File: config.mk
export PLATFORM = sky130hd
export DESIGN_NAME = pll_lock_monitor
export DESIGN_NICKNAME = d
export VERILOG_FILES = /design/src/rtl/pll_lock_monitor.sv
export SDC_FILE = /design/constraint.sdc
export NUM_CORES = 1
export LEC_CHECK = 0
export CAP_MARGIN = 30
export CELL_PAD_IN_SITES_DETAIL_PLACEMENT = 1
export CELL_PAD_IN_SITES_GLOBAL_PLACEMENT = 2
export CORE_MARGIN = 2
export CORE_UTILIZATION = 34
export DETAILED_ROUTE_END_ITERATION = 8
export MAX_ROUTING_LAYER = met4
export PLACE_DENSITY = 0.78
export SLEW_MARGIN = 25
export SYNTH_ARGS = -nofsm -noshare
export SYNTH_HDL_FRONTEND = slang
export SYNTH_SLANG_ARGS = --single-unit
File: constraint.sdc
create_clock -name clk -period 2 [get_ports clk]
set_input_delay 0.4 -clock clk [delete_from_list [all_inputs] [get_ports clk]]
set_output_delay 0.4 -clock clk [all_outputs]
set_load 0.005 [all_outputs]
File: src/rtl/pll_lock_monitor.sv
// ---------------------------------------------------------------------------
// pll_lock_monitor
//
// Lock detector for the ADPLL, running in the clk_ref domain. Once per
// reference clock it samples the phase detector's lead/lag flags and the DCO
// control word, classifies the cycle as good or bad and runs a small
// IDLE / ACQ / LOCKED state machine.
//
// A cycle is bad when the PD reports the same non-NONE direction twice in a
// row (the loop is not dithering around the reference); every other cycle is
// good. LOCK_CYCLES consecutive good cycles in ACQ declare lock,
// UNLOCK_CYCLES consecutive bad cycles in LOCKED drop it.
//
// Optional feature (macro ALPHA_TRACK_EN): while locked, a control word that
// drifts more than ALPHA_TOL away from the word captured at lock entry
// forces an immediate unlock.
//
// Ports:
//   clk        in   reference clock
//   rst_n      in   asynchronous active-low reset
//   enable     in   monitor enable; low returns the monitor to IDLE
//   lead       in   PD flag, DCO leads the reference this cycle
//   lag        in   PD flag, DCO lags the reference this cycle
//   alpha      in   DCO control word (ALPHA_W bits)
//   lock       out  loop locked (registered)
//   lock_lost  out  one-cycle pulse on LOCKED -> ACQ
//   alpha_lock out  alpha captured on lock entry
//   acq_cycles out  cycles spent acquiring since enable rose, saturating
// ---------------------------------------------------------------------------
module pll_lock_monitor #(
    parameter int unsigned LOCK_CYCLES   = 32,
    parameter int unsigned UNLOCK_CYCLES = 4,
    parameter int unsigned ALPHA_W       = 4,
    parameter int unsigned ALPHA_TOL     = 1
) (
    input  logic               clk,
    input  logic               rst_n,
    input  logic               enable,
    input  logic               lead,
    input  logic               lag,
    input  logic [ALPHA_W-1:0] alpha,
    output logic               lock,
    output logic               lock_lost,
    output logic [ALPHA_W-1:0] alpha_lock,
    output logic [15:0]        acq_cycles
);

    typedef enum logic [1:0] {
        ST_IDLE   = 2'd0,
        ST_ACQ    = 2'd1,
        ST_LOCKED = 2'd2
    } state_t;

    typedef enum logic [1:0] {
        DIR_NONE = 2'd0,
        DIR_UP   = 2'd1,
        DIR_DN   = 2'd2
    } dir_t;

    localparam logic [7:0] LOCK_CNT   = 8'(LOCK_CYCLES);
    localparam logic [3:0] UNLOCK_CNT = 4'(UNLOCK_CYCLES);

    state_t             state_q,      state_d;
    dir_t               prev_dir_q,   prev_dir_d;
    logic [7:0]         good_cnt_q,   good_cnt_d;
    logic [3:0]         bad_run_q,    bad_run_d;
    logic               lock_q,       lock_d;
    logic               lock_lost_q,  lock_lost_d;
    logic [ALPHA_W-1:0] alpha_lock_q, alpha_lock_d;
    logic [15:0]        acq_q,        acq_d;

    dir_t               dir_s;
    logic               bad_s;
    logic               track_s;
    logic [7:0]         good_inc_s;
    logic [3:0]         bad_inc_s;

`ifdef ALPHA_TRACK_EN
    localparam logic [ALPHA_W:0] TOL_EXT = (ALPHA_W+1)'(ALPHA_TOL);

    // Unsigned |a - b| one bit wider than the control word.
    function automatic logic [ALPHA_W:0] abs_diff(input logic [ALPHA_W-1:0] a,
                                                  input logic [ALPHA_W-1:0] b);
        logic [ALPHA_W:0] a_ext;
        logic [ALPHA_W:0] b_ext;
        a_ext = {1'b0, a};
        b_ext = {1'b0, b};
        if (a_ext >= b_ext) begin
            abs_diff = a_ext - b_ext;
        end else begin
            abs_diff = b_ext - a_ext;
        end
    endfunction

    // Drift of the control word away from the captured lock value.
    always_comb begin
        track_s = (abs_diff(alpha, alpha_lock_q) > TOL_EXT);
    end
`else
    // Control-word tracking is not built; alpha only feeds the capture.
    always_comb begin
        track_s = 1'b0;
    end
`endif

    // Direction decode and good/bad classification of the current cycle.
    always_comb begin
        dir_s = DIR_NONE;
        if (lead && !lag) begin
            dir_s = DIR_UP;
        end else if (lag && !lead) begin
            dir_s = DIR_DN;
        end else begin
            dir_s = DIR_NONE;
        end
        bad_s      = (dir_s != DIR_NONE) && (dir_s == prev_dir_q);
        good_inc_s = good_cnt_q + 8'd1;
        bad_inc_s  = bad_s ? (bad_run_q + 4'd1) : 4'd0;
    end

    // Next-state and output logic of the lock FSM.
    always_comb begin
        state_d      = state_q;
        prev_dir_d   = prev_dir_q;
        good_cnt_d   = good_cnt_q;
        bad_run_d    = bad_run_q;
        lock_d       = lock_q;
        lock_lost_d  = 1'b0;
        alpha_lock_d = alpha_lock_q;
        acq_d        = acq_q;

        if (!enable) begin
            // Disable wins over everything, including a pending unlock.
            state_d    = ST_IDLE;
            prev_dir_d = DIR_NONE;
            good_cnt_d = 8'd0;
            bad_run_d  = 4'd0;
            lock_d     = 1'b0;
            acq_d      = 16'd0;
        end else begin
            prev_dir_d = dir_s;
            case (state_q)
                // The cycle in which enable is first seen already counts as
                // an acquisition cycle, so IDLE shares the ACQ behaviour.
                ST_IDLE, ST_ACQ: begin
                    state_d   = ST_ACQ;
                    bad_run_d = 4'd0;
                    if (acq_q != 16'hFFFF) begin
                        acq_d = acq_q + 16'd1;
                    end else begin
                        acq_d = acq_q;
                    end
                    if (bad_s) begin
                        good_cnt_d = 8'd0;
                    end else if (good_inc_s == LOCK_CNT) begin
                        state_d      = ST_LOCKED;
                        lock_d       = 1'b1;
                        alpha_lock_d = alpha;
                        good_cnt_d   = 8'd0;
                    end else begin
                        good_cnt_d = good_inc_s;
                    end
                end
                ST_LOCKED: begin
                    if ((bad_inc_s == UNLOCK_CNT) || track_s) begin
                        state_d     = ST_ACQ;
                        lock_d      = 1'b0;
                        lock_lost_d = 1'b1;
                        good_cnt_d  = 8'd0;
                        bad_run_d   = 4'd0;
                    end else begin
                        bad_run_d = bad_inc_s;
                    end
                end
                default: begin
                    state_d    = ST_IDLE;
                    good_cnt_d = 8'd0;
                    bad_run_d  = 4'd0;
                    lock_d     = 1'b0;
                end
            endcase
        end
    end

    // State and output registers.
    always_ff @(posedge clk or negedge rst_n) begin
        if (!rst_n) begin
            state_q      <= ST_IDLE;
            prev_dir_q   <= DIR_NONE;
            good_cnt_q   <= 8'd0;
            bad_run_q    <= 4'd0;
            lock_q       <= 1'b0;
            lock_lost_q  <= 1'b0;
            alpha_lock_q <= '0;
            acq_q        <= 16'd0;
        end else begin
            state_q      <= state_d;
            prev_dir_q   <= prev_dir_d;
            good_cnt_q   <= good_cnt_d;
            bad_run_q    <= bad_run_d;
            lock_q       <= lock_d;
            lock_lost_q  <= lock_lost_d;
            alpha_lock_q <= alpha_lock_d;
            acq_q        <= acq_d;
        end
    end

    assign lock       = lock_q;
    assign lock_lost  = lock_lost_q;
    assign alpha_lock = alpha_lock_q;
    assign acq_cycles = acq_q;

endmodule

==> results of run 1 <==
## layer usage
| metal | vias to the layer above | global-route usage [%] |
|---|---|---|
| met3 | 2 | 3.33 |
| met1 | 834 | 22.6 |
| met4 | 0 | 5.59 |
| met5 | - | - |
| li1 | 824 | - |
| met2 | 27 | 24.8 |
## cell type report
cell class              count  share of cell area [%]
well taps                  75                    3.36
repair buffers             59                    19.0
clock inverters             2                    1.34
clock buffers               6                    2.60
inverters                   6                   0.805
multi-input cells         146                    38.8
flip-flops and latches     38                    34.0
## through the flow
stage	total power, W	instances	hold slack (ns)	worst slack [ns]
6_report	0.00161	332	0.0474	0.0836
5_1_grt	0.00168	332	0.0702	-0.00270
4_1_cts	0.00161	330	0.0538	-0.0694
3_5_place_dp	0.000954	322	0.380	-0.473
3_3_place_gp	0.000951	322	0.380	-0.391
2_1_floorplan	0.000866	194	0.104	0.0796
## repair_timing
action	CTS	global route
setup endpoints to repair	15	15
pin swaps	0	5
resized for setup	1	15
buffers inserted	0	2
## critical path, cell delays in order
cell and delay [ns]:
clkdlybuf4s50_1 0.48, inv_1 0.05, ha_2 0.18, xor2_2 0.23
nor3_4 0.07, buf_6 0.12, nor2b_4 0.14, nand2_4 0.10
mux2_4 0.32
## final timing paths
check,to,slack [ns],cells after the start
max in group asynchronous,good_cnt_q[3],1.47,2
setup / recovery,alpha_lock[1],0.08,9
hold reg to reg,alpha_lock[3],0.51,1
hold / removal,acq_cycles[7],0.05,1
setup reg to reg,alpha_lock[1],0.10,5
min in group clk,alpha_lock[3],0.51,1
## cells by family after synthesis
family	count (synthesis)	synth area share [%]
buffers and inverters	10	2.22
AOI/OAI and AO/OA	35	13.0
muxes	5	3.52
and+or+nand+nor	85	24.4
DFF	38	46.9
xor gates and xnor gates	16	6.91
adders and majority gates	5	3.09
## cell usage in the layout (no fill, tap or decap), drive strengths merged, types with 4 or more instances in the layout
| cell type | Yosys | routed |
|---|---|---|
| inv | 6 | 6 |
| nand2b | 6 | 6 |
| o211ai | 4 | 4 |
| clkbuf | 3 | 6 |
| nor2 | 13 | 13 |
| o31ai | 6 | 6 |
| buf | 1 | 30 |
| dfrtp | 38 | 38 |
| nand3 | 14 | 14 |
| ha | 5 | 5 |
| and2 | 13 | 13 |
| nor2b | 4 | 4 |
| o21ai | 10 | 10 |
| clkdlybuf4s50 | 0 | 28 |
| nand2 | 10 | 10 |
| xnor2 | 11 | 11 |
| mux2 | 5 | 5 |
| and3 | 5 | 5 |
| nand4 | 9 | 9 |
| xor2 | 5 | 5 |
## flip-flops by register name, indices dropped and copies added (netlist names)
register / cells
good_cnt_q: 8
acq_cycles: 16
lock_lost: 1
bad_run_q: 4
alpha_lock: 4
state_q: 2
prev_dir_q: 2
lock: 1
## power by group
group          internal, W  switching (W)
Clock             0.000372       0.000280
Combinational    0.0000795      0.0000772
Sequential        0.000781      0.0000181
Total              0.00123       0.000375
==> results.py, run 1 <==
metrics = {
    "status": {
        "status": "completed",
    },
    "layout": {
        "diodes": 0,
        "seq_area_um2": 952,
        "multi_input_area_mm2": 0.00109,
        "area_delta_synth_final_pct": 38.0,
        "fin_area_mm2": 0.00280,
        "finish.net_count": 270,
        "drive_above_1_share_pct": 23.0,
        "final.fill_count": 635,
        "postLayoutCoreUtil_pct": 47.8,
    },
    "synth": {
        "syn_nets": 208,
        "ys_seq_area_share_pct": 46.9,
        "yosysWarnings": 0,
        "syn_area_mm2": 0.00203,
        "ys_top_cells_by_area": "dfrtp_1 (47%), xnor2_1 (4.8%), and2_1 (4.0%)",
        "synth_commonest_cells": "dfrtp_1 (38), nand3_1 (14), and2_1 (13), nor2_1 (13), xnor2_1 (11)",
        "synth_top_area_share_pct": 46.9,
        "synth_cells": 194,
        "yosys_register_bits": 38,
        "synth-edff-count": 0,
        "avgSynthCellArea_um2": 10.4,
        "synthFlopType": "dfrtp_1",
        "yosysMostFrequentCell": "dfrtp_1",
        "synth.distinct_cells": 44,
        "yosys.area.top_type": "dfrtp_1",
        "async_reset_ff_share_pct": 100,
    },
    "detailed_routing": {
        "routedWlPerCell_um": 14.4,
        "drt_iter0_markers": 40,
        "wl_met2_um": 2250,
        "wl_met3_um": 149,
        "via_per_inst": 5.08,
        "vias": 1687,
        "maxUsedRoutingLayer": "met4",
        "wl_met1_um": 2350,
        "ant_nets": 0,
        "drc_errors": 0,
        "routed_wl_um": 4790,
        "dr.pass1.iters": 4,
    },
    "timing": {
        "tightestPinTransition_ns": 0.468,
        "fmax_mhz": 522,
        "final.min_clock_period_ns": 1.92,
        "slew_viol_final": 0,
        "setup_tns_ns": 0,
        "min_period_over_period_pct": 95.8,
        "hold_violations": 0,
        "fin_skew_ns": 0.0134,
        "max_slew_margin_pct": 68.8,
        "setup_viol": 0,
    },
    "hold_path": {
        "hold_class": "input port to async pin",
    },
    "setup_path": {
        "worstPathMaxFanout": 5,
        "cp-end-kind": "flop",
        "crit_type": "input port to flop",
        "required_ns": 2.18,
        "startpoint_type": "input port",
        "rr_startpoint": "good_cnt_q[3]",
        "startpoint": "lag",
        "cp.arrival_ns": 2.10,
    },
    "global_route": {
        "grt_pass1_wl_um": 8200,
        "antenna_found_initial": 0,
        "gr-usage-all-layers_pct": 16.6,
        "overflow": 0,
        "grt_pass1_vias": 1708,
        "grt_max_degree": 21,
    },
    "pwr": {
        "ir_drop_uv": 263,
        "p_per_area_mw_per_mm2": 575,
        "cellLeakagePower_nw": 1.25,
    },
    "cts": {
        "cts_made_buffers": 5,
        "cts_tree": "built",
        "cts_root_buf": "clkbuf_8",
        "path_clk_slew_ns": 0.08,
        "clockBufferDepth": 2,
        "htreeDepth": 2,
        "cts-hold-fix-buffers": 0,
        "clkLatencyLatePin_ns": 0.29,
        "cts_sinks": 38,
    },
    "place": {
        "gp_congestion": 0.776,
        "port-buffer-count": 30,
        "place_area_mm2": 0.00261,
        "hpwl_um": 3510,
    },
    "floorplan": {
        "initial_core_util_pct": 34.6,
        "rows": 28,
        "fp.dieH_um": 81.2,
        "io_pins": 31,
        "core_mm2": 0.00585,
        "dieArea_mm2": 0.00660,
        "die_w_um": 81.2,
    },
    "job": {
        "maxCapViolations": 0,
    },
}
(Power assumes the default switching activity.)
==> run 2: changes to the inputs <==
Settings changed: CORE_ASPECT_RATIO from default to 0.8, CORE_MARGIN 2 to default, GPL_TIMING_DRIVEN from default to 0.
==> run 2 against run 1 <==
  * Power down 6.5%
  * Critical path depth down 4
  * Cell count down 3.9%
  * Sequential share of layout area up 1.1 points
  * Critical path type is now flop to flop
  * Largest power group unchanged
==> results.py, run 2 (synthesis gave the netlist of run 1 again) <==
metrics = {
    "status": {
        "status": "completed",
    },
    "cts": {
        "cts_root_buf": "clkbuf_8",
        "cts_made_buffers": 5,
        "clkLatencyLatePin_ns": 0.28,
        "clockBufferDepth": 2,
        "cts_sinks": 38,
        "path_clk_slew_ns": 0.08,
        "cts_tree": "built",
        "htreeDepth": 2,
    },
    "setup_path": {
        "required_ns": 2.17,
        "r2r_cells": 5,
        "cpMaxStageDelayCell": "dfrtp_2",
        "path_cells": "nand4_2 > or3_4 > a221oi_4 > nand2_4 > mux2_4",
        "cp.arrival_ns": 2.06,
        "slowest_delay_ns": 0.44,
        "crit_family": "simple AND/OR/NAND/NOR gates",
        "worstPathMaxFanout": 6,
        "path_depth": 5,
        "cp-end-kind": "flop",
        "startpoint_type": "flop",
        "path_buf_inv": 0,
        "crit_type": "flop to flop",
    },
    "place": {
        "placed_cells_incl_taps": 303,
        "gp_congestion": 0.767,
        "port-buffer-count": 30,
        "place_area_mm2": 0.00245,
        "hpwl_um": 3510,
        "dp_slack_ns": -0.845,
    },
    "floorplan": {
        "initial_core_util_pct": 36.3,
        "core_mm2": 0.00559,
        "rows": 24,
        "fp.dieH_um": 71.1,
        "dieArea_mm2": 0.00628,
        "io_pins": 31,
        "die_w_um": 88.3,
    },
    "global_route": {
        "grt_pass1_wl_um": 8580,
        "antenna_found_initial": 0,
        "grt_max_degree": 23,
        "grt_pass1_vias": 1687,
        "overflow": 0,
        "gr-usage-all-layers_pct": 18.4,
    },
    "pwr": {
        "intPower_w": 0.00113,
        "ir_drop_uv": 474,
        "power_w": 0.00150,
        "clkPwrFrac_pct": 36.6,
        "switching_power_w": 0.000370,
        "p_comb_share_pct": 10.1,
        "seqPwrFrac_pct": 53.3,
        "cellLeakagePower_nw": 1.18,
        "p_per_area_mw_per_mm2": 553,
        "swShare_pct": 24.6,
    },
    "layout": {
        "fin_area_mm2": 0.00272,
        "area_delta_synth_final_pct": 34.1,
        "diodes": 0,
        "mostFrequentLayoutCells": "dfrtp_1 (35), clkdlybuf4s50_1 (27), nand3_1 (14)",
        "instances_no_fill": 319,
        "finish.net_count": 254,
        "seq_area_um2": 955,
        "final.fill_count": 633,
        "largest_reg_flops": 16,
        "multi_input_area_mm2": 0.00113,
        "final_common_cell": "dfrtp_1",
        "drive_above_1_share_pct": 19.5,
    },
    "detailed_routing": {
        "drt_iter0_markers": 98,
        "ant_nets": 0,
        "via_per_inst": 5.15,
        "wl_met2_um": 2120,
        "wl_met3_um": 162,
        "routed_wl_um": 4910,
        "wl_met1_um": 2600,
        "drc_errors": 0,
        "routedWlPerCell_um": 15.4,
        "vias": 1642,
        "dr.pass1.iters": 4,
        "maxUsedRoutingLayer": "met4",
    },
    "hold_path": {
        "hold_class": "input port to async pin",
    },
    "timing": {
        "setup_viol": 0,
        "tightestPinTransition_ns": 0.463,
        "fin_skew_ns": 0.00572,
        "min_period_over_period_pct": 94.5,
        "hold_violations": 0,
        "final.min_clock_period_ns": 1.89,
        "fmax_mhz": 529,
        "slew_viol_final": 0,
        "rsz0062_at_grt": "no",
        "setup_ws_ns": 0.110,
        "max_slew_margin_pct": 69.1,
    },
    "job": {
        "maxCapViolations": 0,
    },
}
## run 2: cell types whose count changed in the layout (fill, tap and decap cells not counted), moves of 2 or more
cell / previous run / this run
dfrtp_2: 1 / 3
clkbuf_8: 5 / 7
dfrtp_1: 37 / 35
clkbuf_1: 1 / 3
buf_4: 27 / 6
## run 2: what timing repair did
item                       4_1_cts  5_1_grt
pin swaps                        5        5
cloned                           0        1
hold buffers                     0        0
buffers inserted                 5        2
gates resized for setup         14       15
setup endpoints to repair       19       22
## run 2: final timing paths
check,startpoint,to,slack [ns]
setup / recovery,good_cnt_q[0],alpha_lock[0],0.11
hold / removal,rst_n,acq_cycles[13],0.06
hold reg to reg,bad_run_q[0],bad_run_q[0],0.51
max in group asynchronous,rst_n,good_cnt_q[0],1.46
min in group clk,bad_run_q[0],bad_run_q[0],0.51
setup reg to reg,good_cnt_q[0],alpha_lock[0],0.11
## run 2: area by class of cell
class,count,area share (%)
Multi-Input combinational cell,146,41.5
Sequential cell,38,35.1
Timing Repair Buffer,39,14.4
Tap cell,78,3.59
Clock buffer,7,3.18
Buffer,4,1.20
Inverter,6,0.829
Clock inverter,1,0.184
## run 2: power by group through the flow
stage	logic, W	registers, W	clock network (W)
finish	0.000152	0.000801	0.000550
global route	0.000168	0.000804	0.000610
CTS	0.000150	0.000799	0.000567
detailed placement	0.000124	0.000814	0
global placement	0.000114	0.000813	0
floorplan	0.0000561	0.000810	0
## run 2: through the flow
step,hold WS (ns),util [%],TNS (ns)
2_1_floorplan,0.104,-,0
3_3_place_gp,0.494,43.4,-32.92
3_5_place_dp,0.377,43.8,-14.31
4_1_cts,0.0645,47.3,-0.0290
5_1_grt,0.0755,48.7,0
6_report,0.0584,48.7,0
## run 2: per-layer routing
metal	global-route usage (%)	up-vias
met5	-	-
met4	3.76	0
met3	3.50	2
met2	25.8	29
met1	27.4	818
li1	-	793
